## src/rtl/ndn_face_mux.sv

```systemverilog
// ndn_face_mux: per-face ingress packet FIFOs forwarding whole packets round-robin
// to the PIT/FIB core, plus a one-byte multicast egress replicator.
module ndn_face_mux #(
  parameter int NUM_FACES  = 4,
  parameter int FIFO_DEPTH = 16,
  parameter int FACE_W     = $clog2(NUM_FACES)
) (
  input  logic                   clk_i,
  input  logic                   rst_i,
  input  logic [NUM_FACES-1:0]   in_valid_i,
  input  logic [8*NUM_FACES-1:0] in_data_i,
  input  logic [NUM_FACES-1:0]   in_last_i,
  output logic [NUM_FACES-1:0]   in_ready_o,
  output logic                   core_valid_o,
  output logic [7:0]             core_data_o,
  output logic                   core_last_o,
  output logic [FACE_W-1:0]      core_face_o,
  input  logic                   core_ready_i,
  input  logic                   eg_valid_i,
  input  logic [7:0]             eg_data_i,
  input  logic                   eg_last_i,
  input  logic [NUM_FACES-1:0]   eg_mask_i,
  output logic                   eg_ready_o,
  output logic [NUM_FACES-1:0]   out_valid_o,
  output logic [7:0]             out_data_o,
  output logic                   out_last_o,
  input  logic [NUM_FACES-1:0]   out_ready_i,
  output logic [8*NUM_FACES-1:0] drop_cnt_o
);
  localparam int AW = $clog2(FIFO_DEPTH);
  localparam int CW = $clog2(FIFO_DEPTH + 1);

  typedef enum logic {ST_IDLE, ST_SEND} state_e;

  logic [8:0]           mem_q       [NUM_FACES][FIFO_DEPTH];
  logic [AW:0]          wr_ptr_q    [NUM_FACES];
  logic [AW:0]          wr_ptr_d    [NUM_FACES];
  logic [AW:0]          rd_ptr_q    [NUM_FACES];
  logic [AW:0]          rd_ptr_d    [NUM_FACES];
  logic [AW:0]          pkt_start_q [NUM_FACES];
  logic [AW:0]          pkt_start_d [NUM_FACES];
  logic [CW-1:0]        pkt_cnt_q   [NUM_FACES];
  logic [CW-1:0]        pkt_cnt_d   [NUM_FACES];
  logic [7:0]           drop_cnt_q  [NUM_FACES];
  logic [7:0]           drop_cnt_d  [NUM_FACES];
  logic [NUM_FACES-1:0] dropping_q, dropping_d;
  logic [NUM_FACES-1:0] full, in_acc, wr_en, has_pkt, commit, retire;

  state_e               state_q, state_d;
  logic [FACE_W-1:0]    grant_q, grant_d, rr_ptr_q, rr_ptr_d, pick;
  logic [FACE_W:0]      cand;
  logic                 found;
  logic [8:0]           head;
  logic                 core_done;

  logic [7:0]           eg_data_q, eg_data_d;
  logic                 eg_last_q, eg_last_d;
  logic [NUM_FACES-1:0] pending_q, pending_d;

  // Fall-through read: the head byte of the granted FIFO is presented directly.
  assign head      = mem_q[grant_q][rd_ptr_q[grant_q][AW-1:0]];
  assign core_done = (state_q == ST_SEND) && core_ready_i && head[8];

  always_comb begin
    full       = '0;
    has_pkt    = '0;
    in_ready_o = '0;
    in_acc     = '0;
    wr_en      = '0;
    commit     = '0;
    retire     = '0;
    dropping_d = dropping_q;
    drop_cnt_o = '0;
    for (int i = 0; i < NUM_FACES; i++) begin
      wr_ptr_d[i]    = wr_ptr_q[i];
      rd_ptr_d[i]    = rd_ptr_q[i];
      pkt_start_d[i] = pkt_start_q[i];
      pkt_cnt_d[i]   = pkt_cnt_q[i];
      drop_cnt_d[i]  = drop_cnt_q[i];
      full[i]        = (wr_ptr_q[i] - rd_ptr_q[i]) == (AW+1)'(FIFO_DEPTH);
      has_pkt[i]     = pkt_cnt_q[i] != '0;
      in_ready_o[i]  = !full[i] || dropping_q[i] || !has_pkt[i];
      in_acc[i]      = in_valid_i[i] && in_ready_o[i];
      if (in_acc[i]) begin
        if (dropping_q[i]) begin
          if (in_last_i[i]) dropping_d[i] = 1'b0;
        end else if (!full[i]) begin
          wr_en[i]    = 1'b1;
          wr_ptr_d[i] = wr_ptr_q[i] + (AW+1)'(1);
          if (in_last_i[i]) begin
            pkt_start_d[i] = wr_ptr_q[i] + (AW+1)'(1);
            commit[i]      = 1'b1;
          end
        end else begin
          // Packet larger than the FIFO: rewind and discard; a last byte here ends it.
          dropping_d[i] = !in_last_i[i];
          wr_ptr_d[i]   = pkt_start_q[i];
          if (drop_cnt_q[i] != 8'hFF) drop_cnt_d[i] = drop_cnt_q[i] + 8'd1;
        end
      end
      if ((state_q == ST_SEND) && core_ready_i && (grant_q == FACE_W'(i)))
        rd_ptr_d[i] = rd_ptr_q[i] + (AW+1)'(1);
      retire[i] = core_done && (grant_q == FACE_W'(i));
      if (commit[i] && !retire[i])      pkt_cnt_d[i] = pkt_cnt_q[i] + CW'(1);
      else if (!commit[i] && retire[i]) pkt_cnt_d[i] = pkt_cnt_q[i] - CW'(1);
      drop_cnt_o[8*i +: 8] = drop_cnt_q[i];
    end
  end

  always_comb begin
    found = 1'b0;
    pick  = '0;
    cand  = '0;
    for (int k = 1; k <= NUM_FACES; k++) begin
      cand = {1'b0, rr_ptr_q} + (FACE_W+1)'(k);
      if (cand >= (FACE_W+1)'(NUM_FACES)) cand = cand - (FACE_W+1)'(NUM_FACES);
      if (!found && has_pkt[cand[FACE_W-1:0]]) begin
        found = 1'b1;
        pick  = cand[FACE_W-1:0];
      end
    end
    state_d      = state_q;
    grant_d      = grant_q;
    rr_ptr_d     = rr_ptr_q;
    core_valid_o = 1'b0;
    core_data_o  = '0;
    core_last_o  = 1'b0;
    case (state_q)
      ST_IDLE: begin
        if (found) begin
          grant_d = pick;
          state_d = ST_SEND;
        end
      end
      ST_SEND: begin
        core_valid_o = 1'b1;
        core_data_o  = head[7:0];
        core_last_o  = head[8];
        if (core_done) begin
          rr_ptr_d = grant_q;
          state_d  = ST_IDLE;
        end
      end
      default: state_d = ST_IDLE;
    endcase
  end

  assign core_face_o = grant_q;

  assign eg_ready_o  = (pending_q & ~out_ready_i) == '0;
  assign out_valid_o = pending_q;
  assign out_data_o  = eg_data_q;
  assign out_last_o  = eg_last_q;

  always_comb begin
    pending_d = pending_q & ~out_ready_i;
    eg_data_d = eg_data_q;
    eg_last_d = eg_last_q;
    if (eg_valid_i && eg_ready_o) begin
      pending_d = eg_mask_i;
      eg_data_d = eg_data_i;
      eg_last_d = eg_last_i;
    end
  end

  always_ff @(posedge clk_i) begin
    for (int i = 0; i < NUM_FACES; i++)
      if (wr_en[i]) mem_q[i][wr_ptr_q[i][AW-1:0]] <= {in_last_i[i], in_data_i[8*i +: 8]};
  end

  always_ff @(posedge clk_i) begin
    if (rst_i) begin
      for (int i = 0; i < NUM_FACES; i++) begin
        wr_ptr_q[i]    <= '0;
        rd_ptr_q[i]    <= '0;
        pkt_start_q[i] <= '0;
        pkt_cnt_q[i]   <= '0;
        drop_cnt_q[i]  <= '0;
      end
      dropping_q <= '0;
      state_q    <= ST_IDLE;
      grant_q    <= '0;
      rr_ptr_q   <= FACE_W'(NUM_FACES - 1);
      pending_q  <= '0;
      eg_data_q  <= '0;
      eg_last_q  <= 1'b0;
    end else begin
      for (int i = 0; i < NUM_FACES; i++) begin
        wr_ptr_q[i]    <= wr_ptr_d[i];
        rd_ptr_q[i]    <= rd_ptr_d[i];
        pkt_start_q[i] <= pkt_start_d[i];
        pkt_cnt_q[i]   <= pkt_cnt_d[i];
        drop_cnt_q[i]  <= drop_cnt_d[i];
      end
      dropping_q <= dropping_d;
      state_q    <= state_d;
      grant_q    <= grant_d;
      rr_ptr_q   <= rr_ptr_d;
      pending_q  <= pending_d;
      eg_data_q  <= eg_data_d;
      eg_last_q  <= eg_last_d;
    end
  end
endmodule

```

## config.mk

```make
export PLATFORM = sky130hd
export DESIGN_NAME = ndn_face_mux
export DESIGN_NICKNAME = d
export VERILOG_FILES = /design/src/rtl/ndn_face_mux.sv
export SDC_FILE = /design/constraint.sdc
export NUM_CORES = 1
export LEC_CHECK = 0
export CORE_MARGIN = 3
export CORE_UTILIZATION = 40
export DETAILED_ROUTE_END_ITERATION = 6
export GPL_ROUTABILITY_DRIVEN = 0
export PLACE_DENSITY = 0.53
export SYNTH_ARGS = -nofsm -noshare
export SYNTH_HDL_FRONTEND = slang
export SYNTH_SLANG_ARGS = --single-unit
```

## constraint.sdc

```tcl
create_clock -name clk_i -period 5.45 [get_ports clk_i]
set_input_delay 0.8175 -clock clk_i [delete_from_list [all_inputs] [get_ports clk_i]]
set_output_delay 0.8175 -clock clk_i [all_outputs]
set_load 0.02 [all_outputs]
```

# Yosys cells after proc, flatten, opt, wreduce, memory -nomap -nowiden
# Memories as Yosys holds them, arrays and structs flattened. A register that Yosys moved wholly into a read port is not among the register bits.
# Cells that the tools add are included.
# word_totals
register_bits,22
ram_bits,688
input_bits,61
word_cells,342
mem_count,6
# memory_table
name,depth,width,read_ports,rd_ports_with_merged_regs,write_ports,line,text
mem_q,4,144,1,1,4,35,logic [8:0] mem_q [NUM_FACES][FIFO_DEPTH];
drop_cnt_q,4,8,4,0,4,44,logic [7:0] drop_cnt_q [NUM_FACES];
pkt_cnt_q,4,5,4,0,4,42,logic [CW-1:0] pkt_cnt_q [NUM_FACES];
pkt_start_q,4,5,4,0,4,40,logic [AW:0] pkt_start_q [NUM_FACES];
rd_ptr_q,4,5,5,1,4,38,logic [AW:0] rd_ptr_q [NUM_FACES];
wr_ptr_q,4,5,4,0,4,36,logic [AW:0] wr_ptr_q [NUM_FACES];
# op_classes
n_addsub,32
magnitude_cmp,17
n_eq_ne,11
n_mux,169
n_bitwise,28
reduce_logical,69
# op_table
op,n
$mux W144,4
$mux W5,56
$mux W8,21
$demux W9 S4,4
$add A5 B1 Y5 const B,12
$mux W1,59
$mux W9,6
$bmux W9 S4,1
$add A8 B1 Y8 const B,4
$ne A8 B8 Y1 const B,4
$logic_and A1 B1 Y1,30
$ge A5 B5 Y1 const B,5
$not A4 Y5,5
$mux W2,12
$logic_not A1 Y1,23
$eq A5 B5 Y1 const B,4
$lt A5 B1 Y1 const B,4
$or A1 B1 Y1,20
$reduce_bool A5 Y1,4
$sub A5 B1 Y5 const B,4
$sub A5 B5 Y5,4
$ge A3 B3 Y1 const B,4
$lt A2 B3 Y1 const B,4
$bmux W1 S2,4
other kinds (15),28

# Depth between registers and ports, before layout
# Gate-level depths: netlist of the first run.
# logic_depth
ltp_word,18
ltp_mapped,18

# Worst setup path before layout of the first run
# Ideal clock, no wire load.
# synth_timing
path_kind,register to register
startpoint,register with a tool-made name
endpoint,memory pkt_cnt_q[3][4] (netlist bit)
setup_ns,0.070
t_arrival_ns,3.651
required_time_ns,5.380
setup_slack_ns,1.729
path_stages_with_launch,17
path_buffers,2
period_less_slack_ns,3.721
cell_sequence,dfxtp_1 buf_2 mux4_2 buf_2 mux2_2 and3_1 o31ai_2 nand2_1 nand2_1 ha_1 inv_1 fa_1 a21o_1 a21oi_1 xnor2_1 or3_1 a21oi_1
# synth_lines
item,line
to (decl),42

==> results of run 1 <==
[power by group through the flow]
stage | sequential (W) | clock (W) | combinational, W
finish | 0.00613 | 0.00507 | 0.00286
global route | 0.00615 | 0.00538 | 0.00305
CTS | 0.00614 | 0.00516 | 0.00285
detailed placement | 0.00626 | 0 | 0.00283
global placement | 0.00625 | 0 | 0.00281
floorplan | 0.00617 | 0 | 0.00182
[critical path: stages, from the launching register on]
cell and delay [ps]:
dfxtp_4 550, mux4_2 590, buf_4 270, or2_2 470, a31oi_1 380, o21ai_0 190, nand4_1 150, a221oi_1 60
or3_1 520, clkdlybuf4s50_1 590
[cells by family after synthesis]
logic type | synth area share, %
adders and majority gates | 2.596
and+or+nand+nor | 9.771
buffers and inverters | 2.473
xor gates and xnor gates | 1.978
AOI/OAI and AO/OA | 7.490
DFF | 65.52
muxes | 10.17
[flip-flops by register name (all words and copies together) (netlist names), 8 cells and up, named ones only]
name         flops
drop_cnt_q      32
mem_q          576
out_data_o       8
pkt_cnt_q       20
pkt_start_q     20
rd_ptr_q        20
wr_ptr_q        20
[cells in the final DEF (no fill, tap or decap), types with 11 or more instances in the layout]
cell               n
edfxtp_1         576
nor2_1           196
mux2i_1          169
nand2_1          165
dfxtp_1          131
clkdlybuf4s50_1  121
a21oi_1          101
clkbuf_16         79
nand3_1           69
buf_4             65
ha_1              57
inv_1             52
nor3_1            51
mux4_2            50
xnor2_1           44
nor2b_1           40
o21ai_0           40
a211oi_1          38
a221oi_1          37
o211ai_1          28
or3_1             28
xor2_1            25
mux2_2            24
a31oi_1           21
nand4_1           20
nand2b_1          18
clkinv_2          16
and3_1            15
nor4_1            13
a21o_1            11
[through the flow]
step	hold slack, ps	instances	utilization [%]	cell area [sq um]	total power, W
2_1_floorplan	431.2	2252	-	30550	0.007988
3_3_place_gp	437.6	3283	44.04	33060	0.009061
3_5_place_dp	449.8	3283	44.04	33060	0.009088
4_1_cts	458.3	3417	47.24	35470	0.01415
5_1_grt	470.1	3418	47.26	35480	0.01457
6_report	455.9	3418	47.26	35480	0.01407
[area by class of cell]
class / count / area share (%)
clock inverter: 43 / 1.030
sequential: 712 / 56.45
multi-input combinational: 1359 / 27.68
inverter: 52 / 0.5501
tap: 969 / 3.417
timing repair buffer: 192 / 5.113
clock buffer: 91 / 5.755
[worst min-delay path by stage]
stage | start | end | slack (ps) | cells after the start
floorplan | pkt_start_q[1][2]$_SDFFE_PP0P_ | pkt_start_q[1][2]$_SDFFE_PP0P_ | 430 | 2
global placement | pkt_start_q[1][2]$_SDFFE_PP0P_ | pkt_start_q[1][2]$_SDFFE_PP0P_ | 440 | 2
detailed placement | pkt_start_q[2][1]$_SDFFE_PP0P_ | pkt_start_q[2][1]$_SDFFE_PP0P_ | 450 | 2
CTS | pkt_start_q[2][1]$_SDFFE_PP0P_ | pkt_start_q[2][1]$_SDFFE_PP0P_ | 460 | 2
global route | pkt_start_q[2][1]$_SDFFE_PP0P_ | pkt_start_q[2][1]$_SDFFE_PP0P_ | 470 | 2
finish | pkt_start_q[3][2]$_SDFFE_PP0P_ | pkt_start_q[3][2]$_SDFFE_PP0P_ | 460 | 2
[metal layers]
layer / up-vias / wire (um)
met4: 0 / 2794
met2: 687 / 45260
met3: 134 / 5598
li1: 8790 / -
met5: - / 0
met1: 9920 / 36670
==> impl_metrics.tcl, run 1 <==
set metrics [dict create \
    die_w_um 282.4 \
    clkPwrFrac_pct 36.1 \
    pwr-share-comb_pct 20.4 \
    outcome "completed" \
    grt_util_met1_pct 28.90 \
    ys_seq_elements 712 \
    final_nets 2516 \
    syn_nets 2374 \
    pwr-share-seq_pct 43.6 \
    cts.clk_slew.worst_paths_ps 60 \
    hp-class "flop to flop" \
    crit_path_end_kind "output pin" \
    synth_common_cells "edfxtp_1 (576), nor2_1 (203), mux2i_1 (171), nand2_1 (165), dfxtp_1 (136)" \
    antenna_cells 0 \
    met2_usage_pct 39.53 \
    crit_fanout 34 \
    nFillCells 6645 \
    place_hpwl_um 62030 \
    cap_violations 0 \
    areaGrowthSynthToFinish_pct 16.13 \
    grt_max_degree 93 \
    finalClockSkew_ps 21.71 \
    grt_pass1_vias 19320 \
    die_area_sq_um 79740 \
    grt_overflow 0 \
    synth_most_common_cell "edfxtp_1" \
    cts-root-buf "clkbuf_16" \
    yosys.area.top_type "edfxtp_1" \
    use_met3_pct 3.788 \
    portBuffers 122 \
    ys_seq_area_share_pct 65.52 \
    wl_per_cell_um 26.43 \
    relSlewSlack_pct 4.859 \
    grt.total_usage_pct 22.61 \
    post_cts_resized 0 \
    timing.fmax_mhz 191.2 \
    htreeDepth 3 \
    start_util_pct 40.70 \
    worst_slack_ps 219.8 \
    drc 0 \
    vias 19530 \
    busiest_layer "met2" \
    pre_cts_ws_ps 796.9 \
    clock_latency_ps 620 \
    layout-drive-gt1-share_pct 11.72 \
    cts_sinks 712 \
    r2r_slack_ps 1030 \
    syn_area_per_cell_sq_um 13.57 \
    synth_edf_count 576 \
    setup_viol 0 \
    rows 100 \
    regArea_sq_um 20030 \
    report.final.slew_viol_count 0 \
    synthDistinctLibCells 64 \
    switchingPower_w 0.004101 \
    synth_ff_type "edfxtp_1" \
    tightestPinTransition_ps 1422 \
    cts_buffers 77 \
    criticalPathCategory "flop to output pin" \
    r2r_start "rd_ptr_q[2][0]$_SDFFE_PP0P_" \
    async_flop_share_pct 0 \
    worstReg2RegEnd "pkt_cnt_q[2][4]$_SDFFE_PP0P_" \
    viasPerCell 5.714 \
    grt_pass1_wl_um 130500 \
    core_sq_um 75070 \
    hold_viol 0 \
    start_kind "flop" \
    period_share_pct 95.97 \
    ir_drop_mv 0.2275 \
    critPathRequiredTime_ps 4630 \
    rsz0062_at_grt "false" \
    switching_share_pct 29.15 \
    power.density_nw_per_um2 396.5 \
    antenna_found_initial 0 \
    ctsHoldBuffers 0 \
    cts_setup_buffers 0 \
    fp.dieH_um 282.4 \
    synthesis.area_sq_um 30550 \
    ys_warn_count 0 \
    cts_tree "yes" \
    endpoint "core_data_o[7]" \
    io_pins 123 \
    synthTopCellsByArea "edfxtp_1 (57%), dfxtp_1 (8.9%), mux2i_1 (5.6%), mux4_2 (3.7%), nor2_1 (2.5%)" \
    synth_top_area_share_pct 56.61 \
    multi_input_area_sq_um 9822 \
    firstDrtPassIters 7 \
    postSynthCellCount 2252 \
    p_int_w 0.009966 \
    cp.arrival_ps 4410 \
    r2r_cells 16 \
    ant_nets 0 \
    fin_crit_ps 5230 \
    p_leak_nw 11.82 \
    setup_tns_ps 0 \
    clk_path_buf_depth 3 \
    drt_iter0_drc 1746 \
    finalWirelength_um 90320 \
]
Power figures use the tool's default switching activity.
==> run 2, diff against run 1 <==
--- a/config.mk
+++ b/config.mk
@@ -9,6 +9,7 @@
 export CORE_UTILIZATION = 40
 export DETAILED_ROUTE_END_ITERATION = 6
 export GPL_ROUTABILITY_DRIVEN = 0
+export GPL_TIMING_DRIVEN = 0
 export PLACE_DENSITY = 0.53
 export SYNTH_ARGS = -nofsm -noshare
 export SYNTH_HDL_FRONTEND = slang
==> constraint.sdc (replaced) <==
create_clock -name clk_i -period 5.4 [get_ports clk_i]
set_input_delay 0.81 -clock clk_i [delete_from_list [all_inputs] [get_ports clk_i]]
set_output_delay 0.81 -clock clk_i [all_outputs]
set_load 0.02 [all_outputs]
==> run 2 against run 1 <==
The run now ends with capacitance limit left. Critical path type unchanged. Global-route usage rose by 1.6 points. Sequential power barely moved. Clock power rose by 3%. Largest power group unchanged. Highest routed layer unchanged. Die area did not move. Clock skew fell by 1.6 ps. Via count rose by 2.6%. Count of clock-buffer cells in the layout rose by 6. Non-clock buffer count rose by 63. Wire length rose by 6.9%. Largest cell class unchanged. Combinational power rose by 13%. Sequential share of layout area fell by 0.45 points.
==> impl_metrics.tcl, run 2 (same netlist as run 1, synthesis figures left out) <==
set metrics [dict create \
    cap_violations 1 \
    r2r_start "rd_ptr_q[2][0]$_SDFFE_PP0P_" \
    grt_overflow 0 \
    critPathRequiredTime_ps 4590 \
    relSlewSlack_pct 0.8067 \
    hp-class "flop to flop" \
    power.density_nw_per_um2 406.7 \
    rsz0062_at_grt "true" \
    layout-drive-gt1-share_pct 11.87 \
    start_util_pct 40.70 \
    drt_iter0_drc 1968 \
    place_hpwl_um 70900 \
    ant_nets 0 \
    core_sq_um 75070 \
    r2r_cells 16 \
    rows 100 \
    report.final.slew_viol_count 0 \
    p_leak_nw 11.95 \
    pwr-share-seq_pct 42.1 \
    period_share_pct 97.32 \
    drc 0 \
    whs_path_depth 2 \
    p_int_w 0.01019 \
    crit_path_end_kind "output pin" \
    pre_cts_ws_ps 126.9 \
    die_w_um 282.4 \
    clk_path_buf_depth 3 \
    hold_viol 0 \
    crit_fanout 10 \
    io_pins 123 \
    finalClockSkew_ps 20.10 \
    timing.fmax_mhz 190.3 \
    ctsHoldBuffers 0 \
    cts_sinks 712 \
    finish.utilization_pct 47.62 \
    tightestPinTransition_ps 1482 \
    portBuffers 121 \
    regArea_sq_um 20020 \
    criticalPathCategory "flop to output pin" \
    clock_latency_ps 620 \
    hold_ws_ps 456.9 \
    grt.total_usage_pct 24.17 \
    vias 20030 \
    cp.arrival_ps 4450 \
    path_cells "buf_2 > mux2i_2 > buf_4 > buf_4 > buf_4 > clkbuf_4 > nor3_1 > a221oi_1 > a211oi_1 > a21oi_1 > o211ai_1 > nand2_1 > clkdlybuf4s50_1" \
    cts-root-buf "clkbuf_16" \
    setup_viol 0 \
    multi_input_area_sq_um 9921 \
    failed_checks "capacitance limit" \
    final_cell_mix "edfxtp_1 (576), nor2_1 (200), mux2i_1 (170)" \
    clkPwrFrac_pct 35.8 \
    final_common_cell "edfxtp_1" \
    areaGrowthSynthToFinish_pct 16.99 \
    firstDrtPassIters 6 \
    crit_path_start "rd_ptr_q[2][0]$_SDFFE_PP0P_" \
    grt_max_degree 23 \
    cts_tree "yes" \
    cts_buffers 78 \
    nFillCells 6584 \
    switching_share_pct 29.93 \
    die_area_sq_um 79740 \
    finalWirelength_um 96510 \
    htreeDepth 3 \
    outcome "complete, but fails checks" \
    grt_pass1_vias 19810 \
    largest_reg_flops 576 \
    start_kind "flop" \
    wl_per_cell_um 27.67 \
    cts.clk_slew.worst_paths_ps 50 \
    final_nets 2580 \
    fp.dieH_um 282.4 \
    cpMaxStageDelayCell "clkdlybuf4s50_1" \
    ir_drop_mv 0.2403 \
    crit_top_cell "buf_4" \
    antenna_found_initial 0 \
    fin_crit_ps 5255 \
    min-delay-start "pkt_start_q[3][2]$_SDFFE_PP0P_" \
    viasPerCell 5.743 \
    cp_slowest_stage_delay_ps 620 \
    grt_pass1_wl_um 136700 \
    pwr-share-comb_pct 22.1 \
    worst_slack_ps 144.8 \
    switchingPower_w 0.004351 \
]
## run 2: path summary, 6_finish.rpt
path	end	slack (ps)
setup / recovery	core_data_o[1]	140
hold / removal	pkt_start_q[3][2]$_SDFFE_PP0P_	460
setup reg to reg	pkt_cnt_q[2][4]$_SDFFE_PP0P_	730
hold reg to reg	pkt_start_q[3][2]$_SDFFE_PP0P_	460
## run 2: layout make-up
type | count | area share [%]
tap | 969 | 3.392
clock inverter | 43 | 1.001
clock buffer | 97 | 5.947
buffer | 125 | 1.691
timing repair buffer | 130 | 3.661
inverter | 52 | 0.5460
antenna | 1 | 0.007000
sequential | 712 | 56.00
multi-input combinational | 1359 | 27.75
## run 2: worst max-delay path: cells and delay by family, from the launching register on
kind	cells	cell delay, ps
mux	1	270
simple gates	2	220
compound gates	4	910
flops	1	350
buf+inv	6	2060
## run 2: layer usage
| layer | share of wire (%) | wire, um | vias to the layer above | global-route usage (%) |
|---|---|---|---|---|
| li1 | - | - | 8940 | - |
| met1 | 40 | 38190 | 10010 | 30.10 |
| met2 | 48 | 46690 | 861 | 40.99 |
| met3 | 6.0 | 5796 | 225 | 3.681 |
| met4 | 6.1 | 5842 | 0 | 12.42 |
| met5 | 0 | 0 | - | 0 |
## run 2: timing repair
| action | CTS | global route |
|---|---|---|
| hold endpoints to repair | 0 | 0 |
| setup buffers | 0 | 0 |
| gates resized for setup | 23 | 29 |
| setup endpoints to repair | 9 | 8 |
## run 2: power by group through the flow
stage	clock network (W)	logic (W)	registers, W
CTS	0.00529	0.00319	0.00612
global placement	0	0.00312	0.00623
finish	0.00520	0.00322	0.00612
global route	0.00552	0.00340	0.00613
detailed placement	0	0.00316	0.00623
floorplan	0	0.00183	0.00623
## run 2: metrics by stage
stage / instances / total power [W] / setup TNS [ps] / instance area (sq um)
final: 3488 / 0.01454 / 0 / 35750
after global routing: 3487 / 0.01505 / -7.099 / 35740
after global placement: 3342 / 0.009352 / 0 / 32980
after detailed placement: 3351 / 0.009388 / 0 / 33160
after CTS: 3490 / 0.01460 / 0 / 35700
after floorplan: 2252 / 0.008062 / 0 / 30550
